[src/rtl/rtio_time_pkg.sv]
// Shared types for the RTIO timebase: FSM state and command opcode encodings.
package rtio_time_pkg;

  localparam int RTIO_COUNTER_WIDTH = 64;

  typedef enum logic [1:0] {
    ST_IDLE    = 2'd0,
    ST_ARMED   = 2'd1,
    ST_RUNNING = 2'd2,
    ST_PAUSED  = 2'd3
  } tc_state_t;

  typedef enum logic [2:0] {
    OP_NOP      = 3'd0,
    OP_LOAD     = 3'd1,
    OP_START    = 3'd2,
    OP_PAUSE    = 3'd3,
    OP_RESUME   = 3'd4,
    OP_STOP     = 3'd5,
    OP_SET_STOP = 3'd6,
    OP_ILLEGAL  = 3'd7
  } tc_op_t;

endpackage

[src/rtl/rtio_time_controller.sv]
// Master RTIO timebase: 64-bit time counter, auto_start pulse and command FSM.
// Optional stop-at-compare feature enabled by defining RTIO_TIME_STOP_AT_EN.
module rtio_time_controller
  import rtio_time_pkg::*;
#(
  parameter int COUNTER_WIDTH = RTIO_COUNTER_WIDTH,
  parameter int DELAY_WIDTH   = 16
) (
  input  logic                     rtio_clk,
  input  logic                     rtio_aresetn,
  input  logic                     cmd_valid,
  output logic                     cmd_ready,
  input  logic [2:0]               cmd_op,
  input  logic [COUNTER_WIDTH-1:0] cmd_data,
  output logic [COUNTER_WIDTH-1:0] counter,
  output logic                     auto_start,
  output logic                     running,
  output logic [1:0]               state,
  output logic                     wrapped,
  output logic                     cmd_error,
  output logic                     stop_hit
);

  tc_state_t                state_q, state_d;
  logic [COUNTER_WIDTH-1:0] counter_q, counter_d;
  logic [DELAY_WIDTH-1:0]   delay_q, delay_d;
  logic                     wrapped_q, wrapped_d;
  logic                     start_d, error_d, hit_d;
  logic [DELAY_WIDTH-1:0]   start_delay;
  tc_op_t                   op;
  logic                     stop_match;

  assign op          = (cmd_valid && cmd_ready) ? tc_op_t'(cmd_op) : OP_NOP;
  assign start_delay = cmd_data[DELAY_WIDTH-1:0];

`ifdef RTIO_TIME_STOP_AT_EN
  localparam bit STOP_AT_EN = 1'b1;
  logic [COUNTER_WIDTH-1:0] stop_q;

  assign stop_match = (state_q == ST_RUNNING) && (counter_q == stop_q);

  // Stop compare value starts at all-ones so an unconfigured run never halts early.
  always_ff @(posedge rtio_clk or negedge rtio_aresetn) begin
    if (!rtio_aresetn)            stop_q <= '1;
    else if (op == OP_SET_STOP)   stop_q <= cmd_data;
  end
`else
  localparam bit STOP_AT_EN = 1'b0;
  assign stop_match = 1'b0;
`endif

  always_comb begin
    // NOTE: every combinational output gets a default first so no path leaves it unassigned (no latches).
    state_d   = state_q;
    counter_d = counter_q;
    delay_d   = delay_q;
    wrapped_d = wrapped_q;
    start_d   = 1'b0;
    error_d   = 1'b0;
    hit_d     = 1'b0;

    unique case (state_q)
      ST_IDLE: begin
        case (op)
          OP_NOP, OP_STOP: begin end
          OP_LOAD: begin
            counter_d = cmd_data;
            wrapped_d = 1'b0;
          end
          OP_START: begin
            if (start_delay == '0) begin
              state_d = ST_RUNNING;
              start_d = 1'b1;
            end else begin
              state_d = ST_ARMED;
              delay_d = start_delay;
            end
          end
          OP_SET_STOP: error_d = !STOP_AT_EN;
          default:     error_d = 1'b1;
        endcase
      end

      // Delay count d loaded on acceptance; the run starts on the edge that sees 1.
      ST_ARMED: begin
        delay_d = delay_q - 1'b1;
        if (op == OP_STOP) begin
          state_d = ST_IDLE;
        end else begin
          if (delay_q == DELAY_WIDTH'(1)) begin
            state_d = ST_RUNNING;
            start_d = 1'b1;
          end
          error_d = (op != OP_NOP) && !((op == OP_SET_STOP) && STOP_AT_EN);
        end
      end

      ST_RUNNING: begin
        if ((counter_q == '1) && !stop_match) wrapped_d = 1'b1;
        if (op == OP_STOP) begin
          state_d   = ST_IDLE;
          counter_d = '0;
        end else if (stop_match) begin
          state_d = ST_IDLE;
          hit_d   = 1'b1;
        end else if (op == OP_PAUSE) begin
          state_d = ST_PAUSED;
        end else begin
          counter_d = counter_q + 1'b1;
        end
        case (op)
          OP_NOP, OP_PAUSE, OP_STOP: begin end
          OP_SET_STOP: error_d = !STOP_AT_EN;
          default:     error_d = 1'b1;
        endcase
      end

      ST_PAUSED: begin
        case (op)
          OP_NOP: begin end
          OP_RESUME: state_d = ST_RUNNING;
          OP_LOAD: begin
            counter_d = cmd_data;
            wrapped_d = 1'b0;
          end
          OP_STOP: begin
            state_d   = ST_IDLE;
            counter_d = '0;
          end
          OP_SET_STOP: error_d = !STOP_AT_EN;
          default:     error_d = 1'b1;
        endcase
      end
    endcase
  end

  // NOTE: sequential state uses non-blocking assignments and an async reset; no pulse survives reset.
  always_ff @(posedge rtio_clk or negedge rtio_aresetn) begin
    if (!rtio_aresetn) begin
      state_q    <= ST_IDLE;
      counter_q  <= '0;
      delay_q    <= '0;
      wrapped_q  <= 1'b0;
      auto_start <= 1'b0;
      running    <= 1'b0;
      cmd_error  <= 1'b0;
      stop_hit   <= 1'b0;
      cmd_ready  <= 1'b0;
    end else begin
      state_q    <= state_d;
      counter_q  <= counter_d;
      delay_q    <= delay_d;
      wrapped_q  <= wrapped_d;
      auto_start <= start_d;
      running    <= (state_d == ST_RUNNING);
      cmd_error  <= error_d;
      stop_hit   <= hit_d;
      cmd_ready  <= 1'b1;
    end
  end

  assign state   = state_q;
  assign counter = counter_q;
  assign wrapped = wrapped_q;

endmodule

[config.mk]
export PLATFORM = sky130hd
export DESIGN_NAME = rtio_time_controller
export DESIGN_NICKNAME = d
export VERILOG_FILES = /design/src/rtl/rtio_time_pkg.sv /design/src/rtl/rtio_time_controller.sv
export SDC_FILE = /design/constraint.sdc
export NUM_CORES = 1
export LEC_CHECK = 0
export ABC_AREA = 1
export CAP_MARGIN = 0
export CORE_UTILIZATION = 50
export DETAILED_ROUTE_END_ITERATION = 10
export DONT_BUFFER_PORTS = 1
export REMOVE_ABC_BUFFERS = 1
export SLEW_MARGIN = 30
export SYNTH_ARGS = -nofsm -noshare
export SYNTH_HDL_FRONTEND = slang
export SYNTH_SLANG_ARGS = --single-unit
[constraint.sdc]
create_clock -name rtio_clk -period 2.6 [get_ports rtio_clk]
set_clock_uncertainty 0.15 [all_clocks]
set_input_delay 0.39 -clock rtio_clk [delete_from_list [all_inputs] [get_ports rtio_clk]]
set_output_delay 0.39 -clock rtio_clk [all_outputs]
set_load 0.01 [all_outputs]
=== Yosys cells after proc, flatten, opt, wreduce, memory -nomap -nowiden ===
Index checks and enable logic that the tools add are counted.
Widths: inputs -> output; s select.

* Multiplexer cells: 30
* Divide/modulo/power cells: 0
* Add/sub/neg operators: 2
* Magnitude comparators: 0
* Shift-type cells: 0
* Bitwise gates (word level): 0
* Reductions and logical operators: 15
* Multipliers: 0
* Equal/unequal tests: 18

{| class="wikitable"
|+ Operators by type and width
! cell !! count
|-
| $mux 64 || 3
|-
| $pmux 64 s3 || 1
|-
| $pmux 64 s2 || 1
|-
| $add 64x1->64 const B || 1
|-
| $eq 64x64->1 const B || 1
|-
| $mux 16 || 2
|-
| $pmux 16 s2 || 1
|-
| $eq 16x1->1 const B || 1
|-
| $logic_not 16->1 || 1
|-
| $sub 16x1->16 const B || 1
|-
| $mux 2 || 6
|-
| $mux 1 || 10
|-
| $pmux 2 s4 || 1
|-
| $reduce_or 4->1 || 2
|-
| $eq 2x2->1 const B || 3
|-
| $eq 3x2->1 const B || 2
|-
| $eq 3x3->1 const B || 2
|-
| $ne 2x2->1 const B || 3
|-
| $ne 3x3->1 const B || 2
|-
| $reduce_and 3->1 || 2
|-
| $reduce_bool 3->1 || 2
|-
| $ne 2x1->1 const B || 2
|-
| $pmux 1 s2 || 2
|-
| $pmux 1 s4 || 1
|-
| 11 further kinds || 12
|}

* Output and inout bits: 72
* Memory bits (read-only): 0
* Memories kept: 0
* Word-level logic and storage cells: 73
* Bits of input ports: 70
* Memory bits (writable): 0
* Latch bits: 0
* Flip-flop bits (word level): 87

=== Depth between registers and ports, before layout ===
Gate-level depths: netlist of the first run.

* Word-level depth: 7
* Mapped depth: 12
* Depth with buffers taken out: 11

=== Worst setup path after synthesis of the first run ===
Ideal clock, no wire load.

* Path type: reg-to-reg
* Start point: register state_q[0], in the netlist state[0]
* End point: register counter_q[27], in the netlist counter[27]
* Setup time: 0.065 ns
* Path slack: 0.551 ns
* Stages on the path, launching flop included: 12
* Data required time: 2.385 ns
* Clock period less this slack: 2.049 ns
* Buffers on the path: 2
* Arrival: 1.834 ns
* Cells stage by stage: dfrtp_1 inv_1 ha_1 nor2_1 inv_1 nand2_1 buf_2 buf_1 nand2_1 o31ai_1 nand2_1 nand2_1

* Cells in the longest elaborated chain, start to end: 3
* Elaborated cells on any way between the ends: 9
* Classes of those cells: eq/ne (5); mux (1); reduce/logical (3)

{| class="wikitable"
|+ RTL lines
! what !! line !! text
|-
| from (decl) || rtio_time_controller.sv:24 || <nowiki>tc_state_t state_q, state_d;</nowiki>
|-
| from (signal assigned) || rtio_time_controller.sv:150 || <nowiki>state_q <= state_d;</nowiki>
|-
| $eq 2x2->1 or $logic_not 2->1 (tied branches) || rtio_time_controller.sv:62 || <nowiki>unique case (state_q)</nowiki>
|-
| $ne 3x3->1 (no source line) (tied with other cells) || n/a ||
|-
| $reduce_and 4->1 (no source line) || n/a ||
|-
| to (signal assigned) || rtio_time_controller.sv:151 || <nowiki>counter_q <= counter_d;</nowiki>
|-
| to (decl) || rtio_time_controller.sv:25 || <nowiki>logic [COUNTER_WIDTH-1:0] counter_q, counter_d;</nowiki>
|}

Parallel ways exist; a longest one is shown, timed or not.
A chain may end at the register's enable or synchronous reset.

=== Worst setup path in the final report of the first run ===
* Start point: register state_q[1], in the netlist state[1]
* End point: register delay_q[13]

* Cells in the longest elaborated chain, start to end: 3
* Elaborated cells on any way between the ends: 7
* Classes of those cells: eq/ne (3); mux (1); reduce/logical (3)

{| class="wikitable"
|+ RTL lines
! what !! line !! text
|-
| $logic_not 2->1 or $eq 2x1->1 (tied branches) || rtio_time_controller.sv:62 ||
|-
| $ne 2x1->1 (no source line) (tied with other cells) || n/a ||
|-
| $reduce_and 3->1 (no source line) || n/a ||
|-
| to (signal assigned) || rtio_time_controller.sv:152 || <nowiki>delay_q <= delay_d;</nowiki>
|-
| to (decl) || rtio_time_controller.sv:26 || <nowiki>logic [DELAY_WIDTH-1:0] delay_q, delay_d;</nowiki>
|}

Parallel ways exist; a longest one is shown, timed or not.

==> results of run 1 <==
[synthesized netlist by cell type (5+ instances only)]
library cell / instances
o211ai_1: 9
nand3b_1: 9
o21bai_1: 18
o22ai_1: 5
ha_1: 8
clkbuf_1: 13
buf_4: 5
nand2_1: 357
nand3_1: 79
o21ai_1: 15
nor3_1: 13
nor2_1: 204
or2_2: 5
nor2_2: 8
buf_2: 12
dfrtp_1: 87
inv_2: 5
a22oi_1: 6
o21ai_0: 67
a21oi_1: 83
inv_1: 90
nand4_1: 14
[cells by family after synthesis]
| group | share of synthesized area (%) |
|---|---|
| simple gates | 42.20 |
| flops | 31.61 |
| compound gates | 16.71 |
| xor+xnor | 0.3815 |
| fa+ha+maj | 1.453 |
| other cells | 0.1090 |
| buf+inv | 7.539 |
[stage by stage]
stage               util (%)  setup slack (ps)  std cells
floorplan                  -             -1260       1105
global placement       53.46             282.8       1302
detailed placement     53.46             285.9       1302
CTS                    56.33             263.8       1319
global route           56.33             15.39       1319
finish                 56.33             232.9       1319
[flip-flops by register name, summed over array words and instances, names as in the netlist]
| name | flops |
|---|---|
| auto_start | 1 |
| cmd_error | 1 |
| wrapped | 1 |
| counter | 64 |
| cmd_ready | 1 |
| running | 1 |
| state | 2 |
| delay_q | 16 |
[worst paths after layout]
check	from	endpoint	slack (ps)	depth (start not counted)
setup / recovery	state[1]$_DFF_PN0_	delay_q[13]$_DFFE_PN0P_	230	9
max in group asynchronous	rtio_aresetn	counter[48]$_DFFE_PN0P_	1450	2
hold / removal	cmd_data[3]	delay_q[3]$_DFFE_PN0P_	70	2
hold reg to reg	delay_q[11]$_DFFE_PN0P_	delay_q[11]$_DFFE_PN0P_	330	2
min in group asynchronous	rtio_aresetn	delay_q[12]$_DFFE_PN0P_	470	2
setup reg to reg	state[1]$_DFF_PN0_	delay_q[13]$_DFFE_PN0P_	230	9
[timing repair]
item	CTS	global route
resized for setup	0	0
hold endpoints to repair	87	0
hold buffers	2	0
[metal layers]
layer | global-route usage (%) | vias up | wire length, um
met2 | 48.84 | 335 | 9739
met3 | 7.902 | 27 | 2398
met4 | 9.219 | 0 | 366
li1 | - | 3715 | -
met5 | 0 | - | 0
met1 | 49.92 | 3446 | 10970
[power by group through the flow]
stage / Clock, mW / Sequential [mW] / Combinational (mW)
detailed placement: 0 / 3.27 / 2.79
global route: 1.60 / 3.38 / 3.32
global placement: 0 / 3.27 / 2.76
finish: 1.55 / 3.27 / 2.87
CTS: 1.56 / 3.25 / 2.84
floorplan: 0 / 2.88 / 2.10
[layout make-up]
type	count	area (um^2)
repair buffers	23	220.2
well taps	176	220.2
clock inverters	5	106.4
fillers	1401	5829
multi-input cells	923	4199
flip-flops and latches	87	2177
inverters	95	356.6
clock buffers	10	239.0
==> impl_metrics.csv, run 1 <==
group,metric,value,unit
clocking,clk_path_buf_depth,2,
setup_path,cp_max_fo,15,
routing,vias_per_cell,5.704,
power,intPower,3.954,mW
die,die_h,119.4,um
die,die_area,0.01425,mm^2
routing,wirelength,23480,um
routing,antenna_left,0,
sta,finalSetupTns,0,ps
run,cap_violations,0,
global_routing,overflow,0,
clocking,cts_sinks,87,
cells_and_area,areaGrowthSynthToFinish,9.155,%
synth,synthFlopType,"dfrtp_1",
cells_and_area,finalNetCount,1217,
die,ios,142,
clocking,root_buffer,"clkbuf_16",
setup_path,critical-path-top-delay-family,"simple AND/OR/NAND/NOR gates",
sta,rsz0062_at_grt,"false",
clocking,cts_tree,"done",
synth,synth_seq_area_share,31.61,%
global_routing,grt_use_total,33.77,%
setup_path,critPathBufInv,3,
power,power_frac_seq,42.5,%
sta,hold_viol_final,0,
synth,post_synth.cell_area_avg,6.047,um^2
cells_and_area,layout_commonest_cell,"nand2_1",
routing,first_pass_iters,7,
sta,worst_pin_slew,622.6,ps
sta,finalSetupViolCount,0,
synth,synth_warnings,0,
cells_and_area,diodes,0,
placed_design,dp_hpwl,18050,um
routing,wire_per_inst,17.80,um
setup_path,worstPathArrival,2510,ps
global_routing,grt_max_degree,88,
synth,synth_top_area_share,31.61,%
setup_path,cp-end-kind,"flop",
cells_and_area,layout_common_cells,"nand2_1, nor2_1, inv_1",
cells_and_area,design_area,0.007518,mm^2
routing,num_vias,7523,
die,coreArea,0.01335,mm^2
sta,slew_headroom,58.45,%
synth,synthesis.area,0.006888,mm^2
sta,fin_crit,2367,ps
setup_path,required,2740,ps
power,total_power,7.691,mW
power,switching_share,48.59,%
setup_path,cp_common_cell,"nand2_1",
power,combPwrFrac,37.4,%
die,die_w,119.4,um
synth,syn-instance-count,1139,
synth,ys_ff_latch,87,
placed_design,placed_area,0.007136,mm^2
power,power.density,1023,mW/mm^2
cells_and_area,drive_gt1_share,5.687,%
die,core.rowCount,42,
synth,synth_cell_types,39,
synth,synth_edf_count,0,
routing,first_iter_violations,787,
sta,slew_viol_final,0,
global_routing,antenna_found_initial,0,
sta,final.period_utilization,91.04,%
hold_path,hold_class,"in -> reg",
setup_path,path_class,"reg -> reg",
synth,synthArstFlopShare,100.0,%
clocking,clk_latency,350,ps
clocking,cts_max_level,3,
global_routing,grt_pass1_wl,37340,um
power,clkPwrFrac,20.1,%
setup_path,start_kind,"flop",
clocking,cts_setup_buffers,0,
sta,hold_slack,67.11,ps
setup_path,max_stage_delay,500,ps
synth,synthTopCellsByArea,"dfrtp_1, nand2_1, nor2_1",
power,power.switching,3.737,mW
routing,drc,0,
sta,clock.fmax,422.5,MHz
placed_design,gp_congestion,1.011,
global_routing,grt_pass1_vias,6864,
synth,yosysTopAreaCell,"dfrtp_1",
setup_path,crit_chain,"inv_1 -> ha_1 -> inv_1 -> nand2_1 -> nand2_1 -> inv_1 -> a21oi_1 -> nand2_1 -> nand2_1",
clocking,clk_pin_slew,70,ps
power,p_leak,3.088,nW
placed_design,portBuffers,0,
status,status,"finished clean",
die,initial_utilization,51.60,%
clocking,cts_made_buffers,9,
setup_path,cpMaxStageDelayCell,"dfrtp_1",
power,irDropWorstVdd,0.6273,mV
Note: power is estimated with default switching activity, not from simulation.
==> inputs of run 2 (changes only) <==
--- a/config.mk
+++ b/config.mk
@@ -10,6 +10,7 @@
 export CORE_UTILIZATION = 50
 export DETAILED_ROUTE_END_ITERATION = 10
 export DONT_BUFFER_PORTS = 1
+export PLACE_DENSITY = 0.7
 export REMOVE_ABC_BUFFERS = 1
 export SLEW_MARGIN = 30
 export SYNTH_ARGS = -nofsm -noshare
==> impl_metrics.csv, run 2 (same netlist as run 1, synthesis figures left out) <==
group,metric,value,unit
cells_and_area,areaGrowthSynthToFinish,9.137,%
placed_design,dp_hpwl,17990,um
cells_and_area,layout_commonest_cell,"nand2_1",
setup_path,worstPathArrival,2470,ps
power,power.density,1021,mW/mm^2
global_routing,grt_max_degree,88,
global_routing,antenna_found_initial,0,
routing,antenna_left,0,
clocking,cts_sinks,87,
sta,final.period_utilization,91.75,%
setup_path,cp-endpoint,"counter[59]$_DFFE_PN0P_",
setup_path,max_stage_delay,560,ps
setup_path,r2r_start,"counter[18]$_DFFE_PN0P_",
power,total_power,7.674,mW
sta,worst_pin_slew,544.7,ps
setup_path,critPathBufInv,0,
sta,fin_crit,2385,ps
setup_path,path_depth,9,
routing,num_vias,7757,
routing,drc,0,
power,irDropWorstVdd,0.4970,mV
clocking,cts_made_buffers,9,
clocking,cts_tree,"done",
clocking,cts_setup_buffers,0,
die,die_h,119.4,um
die,coreArea,0.01335,mm^2
clocking,clk_pin_slew,70,ps
setup_path,cp_max_fo,6,
sta,hold_viol_final,0,
routing,wire_per_inst,17.96,um
hold_path,hold_class,"in -> reg",
global_routing,grt_pass1_vias,7092,
setup_path,worstRegToRegCells,9,
placed_design,gp_congestion,0.9742,
clocking,clk_path_buf_depth,2,
setup_path,start_kind,"flop",
placed_design,portBuffers,0,
global_routing,grt_use_total,34.34,%
clocking,cts_max_level,3,
global_routing,grt_pass1_wl,37910,um
sta,clock.fmax,419.2,MHz
clocking,clk_latency,350,ps
setup_path,critical-path-top-delay-family,"simple AND/OR/NAND/NOR gates",
sta,slew_headroom,63.55,%
cells_and_area,largest_reg_flops,64,
cells_and_area,drive_gt1_share,6.031,%
sta,rsz0062_at_grt,"false",
power,p_leak,3.079,nW
routing,first_iter_violations,814,
die,core.rowCount,42,
cells_and_area,fin_util,56.32,%
routing,first_pass_iters,6,
status,status,"finished clean",
setup_path,path_class,"reg -> reg",
die,die_w,119.4,um
global_routing,overflow,0,
sta,finalSetupViolCount,0,
setup_path,cp-startpoint,"counter[18]$_DFFE_PN0P_",
die,die_area,0.01425,mm^2
setup_path,crit_chain,"nand2_1 -> nor2_1 -> nand2_1 -> nor2_1 -> nand2_1 -> nor2_1 -> nand3_1 -> nand3_1 -> a21oi_1",
setup_path,r2r_slack,210,ps
setup_path,cp-end-kind,"flop",
cells_and_area,finalNetCount,1217,
cells_and_area,stdcell_count,1320,
die,ios,142,
run,cap_violations,0,
setup_path,cpMaxStageDelayCell,"dfrtp_1",
cells_and_area,diodes,0,
placed_design,dp.cells,1302,
routing,vias_per_cell,5.877,
sta,slew_viol_final,0,
clocking,root_buffer,"clkbuf_16",
die,initial_utilization,51.60,%
setup_path,required,2690,ps
cells_and_area,layout_common_cells,"nand2_1, nor2_1, inv_1",
routing,wirelength,23710,um
setup_path,r2r-end,"counter[59]$_DFFE_PN0P_",
-- run 2: through the flow --
step	setup TNS [ps]	hold slack (ps)	setup slack, ps	area, um^2
after detailed placement	0	-52.87	207.6	7148
after CTS	0	56.91	171.8	7510
final	0	58.92	214.6	7517
after global routing	0	77.49	0.2118	7517
after floorplan	-66250	-55.59	-1260	6725
after global placement	0	-52.67	177.4	7148
-- run 2: area by class of cell --
class	instances	area, um^2
clock buffers	11	242.7
clock inverters	5	81.33
fillers	1397	5831
inverters	95	356.6
multi-input cells	923	4204
flip-flops and latches	87	2180
well taps	176	220.2
repair buffers	23	232.7
-- run 2: how the worst min path moves through the flow --
stage,startpoint,to,slack [ps],cells past startpoint
floorplan,rtio_aresetn,auto_start$_DFF_PN0_,-60,0
global placement,rtio_aresetn,delay_q[15]$_DFFE_PN0P_,-50,0
detailed placement,rtio_aresetn,counter[18]$_DFFE_PN0P_,-50,0
CTS,cmd_data[14],delay_q[14]$_DFFE_PN0P_,60,2
global route,cmd_data[15],delay_q[15]$_DFFE_PN0P_,80,2
finish,cmd_data[15],delay_q[15]$_DFFE_PN0P_,60,2
-- run 2: timing repair --
item	4_1_cts	5_1_grt
endpoints found under the setup margin	0	5
hold buffers	2	0
hold endpoints to repair	87	0
gates resized for setup	0	4
-- run 2: power by group --
group / internal, mW / total [mW] / switching (mW)
logic: 1.04 / 2.91 / 1.88
registers: 1.98 / 3.30 / 1.32
clock network: 0.870 / 1.46 / 0.586
total: 3.89 / 7.67 / 3.78
-- run 2: layer usage --
metal,global-route usage [%],vias up,wire length (um)
met1,50.59,3578,10600
met5,0,-,0
met2,49.96,428,9997
met3,7.567,36,2698
li1,-,3715,-
met4,10.08,0,417
==> RTL edit 1, RTL diff (flow settings as in run 2) <==
Set the package constant `RTIO_COUNTER_WIDTH` to 96 (it was 64).
--- a/src/rtl/rtio_time_pkg.sv
+++ b/src/rtl/rtio_time_pkg.sv
@@ -3,3 +3,3 @@
 
-  localparam int RTIO_COUNTER_WIDTH = 64;
+  localparam int RTIO_COUNTER_WIDTH = 96;
 
Ports: changed (resized cmd_data and counter); port bits go from 142 to 206. The function was not compared with the original's and may differ.
==> RTL edit 1 against run 2 <==
The flow now finishes with violations (hold timing); core utilization up 1.2 points; die area up 43%; worst hold slack worse by 0.55 ns; area after synthesis up 44%; combinational power down 7.2%; setup slack worse by 0.10 ns; design area up 49%; sequential power up 16%; wire length up 64%; sequential cell count up 32; total power up 19%; largest power group unchanged.
==> RTL edit 1: results (changes against run 2) <==
Status = finished with violations (was finished clean)
Failing checks = hold timing
Pin count of the biggest net entering global routing = 120 (was 88)
Share of cells above drive strength 1 = 0.07775 (was 0.06031)
Post-synth ARST share = 1.000 (unchanged)
Number of global-route vias before repair = 10,450 (was 7,092)
Antenna violations before repair = 0 (unchanged)
PortBufs = 0 (unchanged)
Fin Hold WS = -0.4945 ns (was 0.05892 ns)
All-Layer GR Usage = 0.3847 (was 0.3434)
Min-delay worst type = primary input to asynchronous set/reset pin (was primary input to register)
TritonCTS Buffers = 17 (was 9)
Reg-to-reg endpoint = counter[95] (was counter[59])
Final WL = 38,820 um (was 23,710 um)
DR pass1 iterations = 8 (was 6)
Ys Warns = 0 (unchanged)
Final hold violation count = 119 (was 0)
Clock Tree Buf Depth = 2 (unchanged)
Avg Vias per Cell = 5.821 (was 5.877)
Worst path arrival time = 2.70 ns (was 2.47 ns)
Fin nets = 1,768 (was 1,217)
Initial DRC count = 1,072 (was 814)
CTS Hold Buffers Added = 13 (was 2)
Cell leakage power = 4.941 nW (was 3.079 nW)
Top cells by count, synth = nand2_1, nor2_1, inv_1, dfrtp_1, a21oi_1 (unchanged)
Area contributors post-synth = dfrtp_1, nand2_1, nor2_1 (unchanged)
Diodes inserted = 0 (unchanged)
Largest fanout on the critical path = 6 (unchanged)
Max FFs per register = 96 (was 64)
Non-filler cells, final = 1,937 (was 1,320)
Reg2reg start = counter[27] (was counter[18])
Post-DP HPWL = 29,910 um (was 17,990 um)
Measured slew at the worst slew-check pin = 0.5199 ns (was 0.5447 ns)
Peak VDD IR = 0.5016 mV (was 0.4970 mV)
Post-synthesis sequential area ratio = 0.2997 (was 0.3161)
Post-place setup slack = 0.1827 ns (was 0.2076 ns)
Root buffer cell = clkbuf_16 (unchanged)
CTS H-Tree Depth = 4 (was 3)
Post-Syn Instances = 1,629 (was 1,139)
Worst skew pair latency = 0.43 ns (was 0.35 ns)
Cell variety after synth = 49 (was 39)
Worst path max stage delay = 0.52 ns (was 0.56 ns)
Reg2reg setup slack = 0.11 ns (was 0.21 ns)
Worst reg-to-reg path cell count = 9 (unchanged)
Final GP Congestion = 0.9931 (was 0.9742)
CP max-delay cell = dfrtp_1 (unchanged)
Clock slew at reported path FFs = 0.06 ns
First-pass GRT wire length = 58,970 um (was 37,910 um)
-- RTL edit 1: cell count changes after synthesis, moves of 9 or more --
cell,before,now
a21oi_1,83,104
o21ai_0,67,76
a22oi_1,6,15
inv_1,90,166
nand2_1,357,521
dfrtp_1,87,119
o21bai_1,18,1
nor3_1,13,25
a2bb2oi_1,0,9
a21boi_0,2,17
nor2_1,204,240
nand4_1,14,53
buf_2,12,23
nand3_1,79,93
-- RTL edit 1: through the flow --
stage / hold slack (ns) / setup TNS [ns] / instance area, um^2
2_1_floorplan: -0.05559 / -118.29 / 9688
3_3_place_gp: -0.05078 / 0 / 10440
3_5_place_dp: -0.05065 / 0 / 10440
4_1_cts: -0.5000 / 0 / 11190
5_1_grt: -0.5013 / 0 / 11200
6_report: -0.4945 / 0 / 11200
-- RTL edit 1: metal layers --
layer / share of wire / up-vias / track usage
met2: 0.45 / 547 / 0.6064
li1: - / 5392 / -
met3: 0.10 / 95 / 0.08384
met4: 0.039 / 0 / 0.1686
met5: 0 / - / 0
met1: 0.42 / 5242 / 0.5041
-- RTL edit 1: logic make-up (layout without fill, tap and decap cells) --
kind of cell | Yosys count | count (layout) | synth area share
xor gates and xnor gates | 5 | 5 | 0.004408
DFF | 119 | 119 | 0.2997
other | 2 | 2 | 0.0007559
adders and majority gates | 7 | 7 | 0.008816
AOI/OAI and AO/OA | 283 | 283 | 0.1656
buffers and inverters | 223 | 266 | 0.09055
and+or+nand+nor | 990 | 990 | 0.4301
-- RTL edit 1: how the worst max path moves through the flow --
| stage | start | to | slack (ns) | depth (start not counted) |
|---|---|---|---|---|
| finish | counter[27] | counter[95] | 0.11 | 9 |
| CTS | state[1] | delay_q[8] | 0.18 | 9 |
| global route | counter[34] | counter[71] | 0.006 | 10 |
| detailed placement | state[1] | delay_q[14] | 0.18 | 10 |
| global placement | counter[33] | counter[91] | 0.24 | 10 |
| floorplan | state[0] | counter[78] | -1.94 | 12 |
-- RTL edit 1: critical path, delay by kind of cell, from the launching register on --
family,cells,cell delay (ns)
flip-flops,1,0.52
AO/OA/AOI/OAI,2,0.26
AND/OR/NAND/NOR,7,1.48
-- RTL edit 1: power breakdown --
group / switching (mW) / internal (mW) / total, mW
Clock: 0.965 / 1.62 / 2.58
Sequential: 1.34 / 2.50 / 3.83
Combinational: 1.72 / 0.976 / 2.70
-- RTL edit 1: layout make-up --
cell class / instances / area, um^2
clock buffer: 23 / 488.0
clock inverter: 9 / 141.4
fill: 1984 / 8262
inverter: 174 / 656.9
multi-input combinational: 1287 / 6072
sequential: 119 / 2978
tap: 265 / 331.6
timing repair buffer: 60 / 533.0
-- RTL edit 1: repair_timing --
action / CTS / global route
setup buffers: 0 / 0
endpoints found under the hold margin: 134 / 119
setup endpoints to repair: 0 / 3
resized for setup: 0 / 2
==> RTL edit 2, RTL diff (config.mk and constraints of run 2) <==
Made on the original files. Register the output `counter` once more, with the module's reset; this adds one clock of latency there. The other outputs are not delayed to match.
--- a/src/rtl/rtio_time_controller.sv
+++ b/src/rtl/rtio_time_controller.sv
@@ -162,3 +162,9 @@
   assign state   = state_q;
-  assign counter = counter_q;
+  always_ff @(posedge rtio_clk or negedge rtio_aresetn) begin
+    if (!rtio_aresetn) begin
+      counter <= '0;
+    end else begin
+      counter <= counter_q;
+    end
+  end
   assign wrapped = wrapped_q;
Function: changed (a bounded check fails within 4 cycles, from zero or initial values and one cycle with rtio_aresetn low).
==> RTL edit 2 against run 2 <==
The run now ends with hold timing left; sequential share of layout area rose by 10 points; setup slack about the same; area after synthesis rose by 25%; die area grew 25%; core utilization rose by 1.3 points; wire length increased by 9.5%; global-route usage fell by 4.1 points; total power up 39%; design area increased by 28%; sequential cell count up 64; critical path type unchanged; largest cell class unchanged; largest power group unchanged; highest routed layer unchanged.
==> RTL edit 2: results (changes against run 2) <==
Status = finished with violations (was finished clean)
Failing checks = hold timing
Layout clock area frac = 0.06874 (was 0.04311)
Post-synthesis sequential area ratio = 0.4388 (was 0.3161)
Final hold violation count = 151 (was 0)
Well tap count = 220 (was 176)
Share of cells above drive strength 1 = 0.06894 (was 0.06031)
Cell leakage power = 4.150 nW (was 3.079 nW)
Post-Synth XOR/XNOR Area = 0.005086 (was 0.003815)
Reg2reg setup slack = 0.21 ns (about the same)
Final GP Congestion = 0.9705 (was 0.9742)
Non-CTS inverters = 104 (was 95)
Initial DRC count = 1,055 (was 814)
Fraction of area in multi-input gates = 0.4401 (was 0.5593)
CP startpoint = state[1] (was counter[18])
CTS Hold Buffers Added = 10 (was 2)
Synth Area in Adders = 0.01162 (was 0.01453)
Peak VDD IR = 0.5158 mV (was 0.4970 mV)
P_sw = 4.375 mW (was 3.782 mW)
Area contributors post-synth = dfrtp_1, nand2_1, nor2_1 (unchanged)
Worst path arrival time = 2.56 ns (was 2.47 ns)
Fillers = 1,599 (was 1,397)
Pin count of the biggest net entering global routing = 152 (was 88)
All-Layer GR Usage = 0.3020 (was 0.3434)
Seq Cell Count = 151 (was 87)
Fin Hold WS = -0.4952 ns (was 0.05892 ns)
TritonCTS Buffers = 17 (was 9)
Largest fanout on the critical path = 82 (was 6)
Top cells by count, synth = nand2_1, nor2_1, dfrtp_1, inv_1, a21oi_1 (was nand2_1, nor2_1, inv_1, dfrtp_1, a21oi_1)
Multi-Input Combinational = 919 (was 923)
Post-DP Area = 8867 um^2 (was 7148 um^2)
Power Dens Cells = 1108 nW/um^2 (was 1021 nW/um^2)
Reg-to-reg endpoint = counter_q[41] (was counter[59])
Worst path max stage delay = 0.50 ns (was 0.56 ns)
Post-DP HPWL = 18,960 um (was 17,990 um)
Worst skew pair latency = 0.44 ns (was 0.35 ns)
Synth Area in Compound Gates = 0.1282 (was 0.1671)
Fin nets = 1,299 (was 1,217)
Clock buffers = 21 (was 11)
Data buffer area share = 0.02963 (was 0.03096)
CTS H-Tree Depth = 4 (was 3)
## RTL edit 2: power groups by stage
stage               clock, mW  sequential, mW  combinational [mW]
floorplan                   0            4.44                2.22
detailed placement          0            4.89                2.94
finish                   2.77            4.89                3.01
global route             2.90            5.03                3.42
global placement            0            4.88                2.88
CTS                      2.80            4.87                2.98
## RTL edit 2: through the flow
stage / hold slack, ns / total power, mW / instances / setup slack (ns)
after floorplan: -0.05559 / 6.662 / 1174 / 0.1335
after global placement: -0.05094 / 7.756 / 1412 / 0.3425
after detailed placement: -0.04840 / 7.831 / 1412 / 0.2899
after CTS: -0.5010 / 10.65 / 1453 / 0.2650
after global routing: -0.5052 / 11.35 / 1453 / 0.09016
final: -0.4952 / 10.67 / 1453 / 0.2149
## RTL edit 2: metal layers
layer | wire, um | global-route usage | part of all wire
met4 | 505 | 0.09091 | 0.019
met5 | 0 | 0 | 0
met1 | 12090 | 0.4547 | 0.47
met3 | 2530 | 0.06735 | 0.097
met2 | 10840 | 0.4314 | 0.42
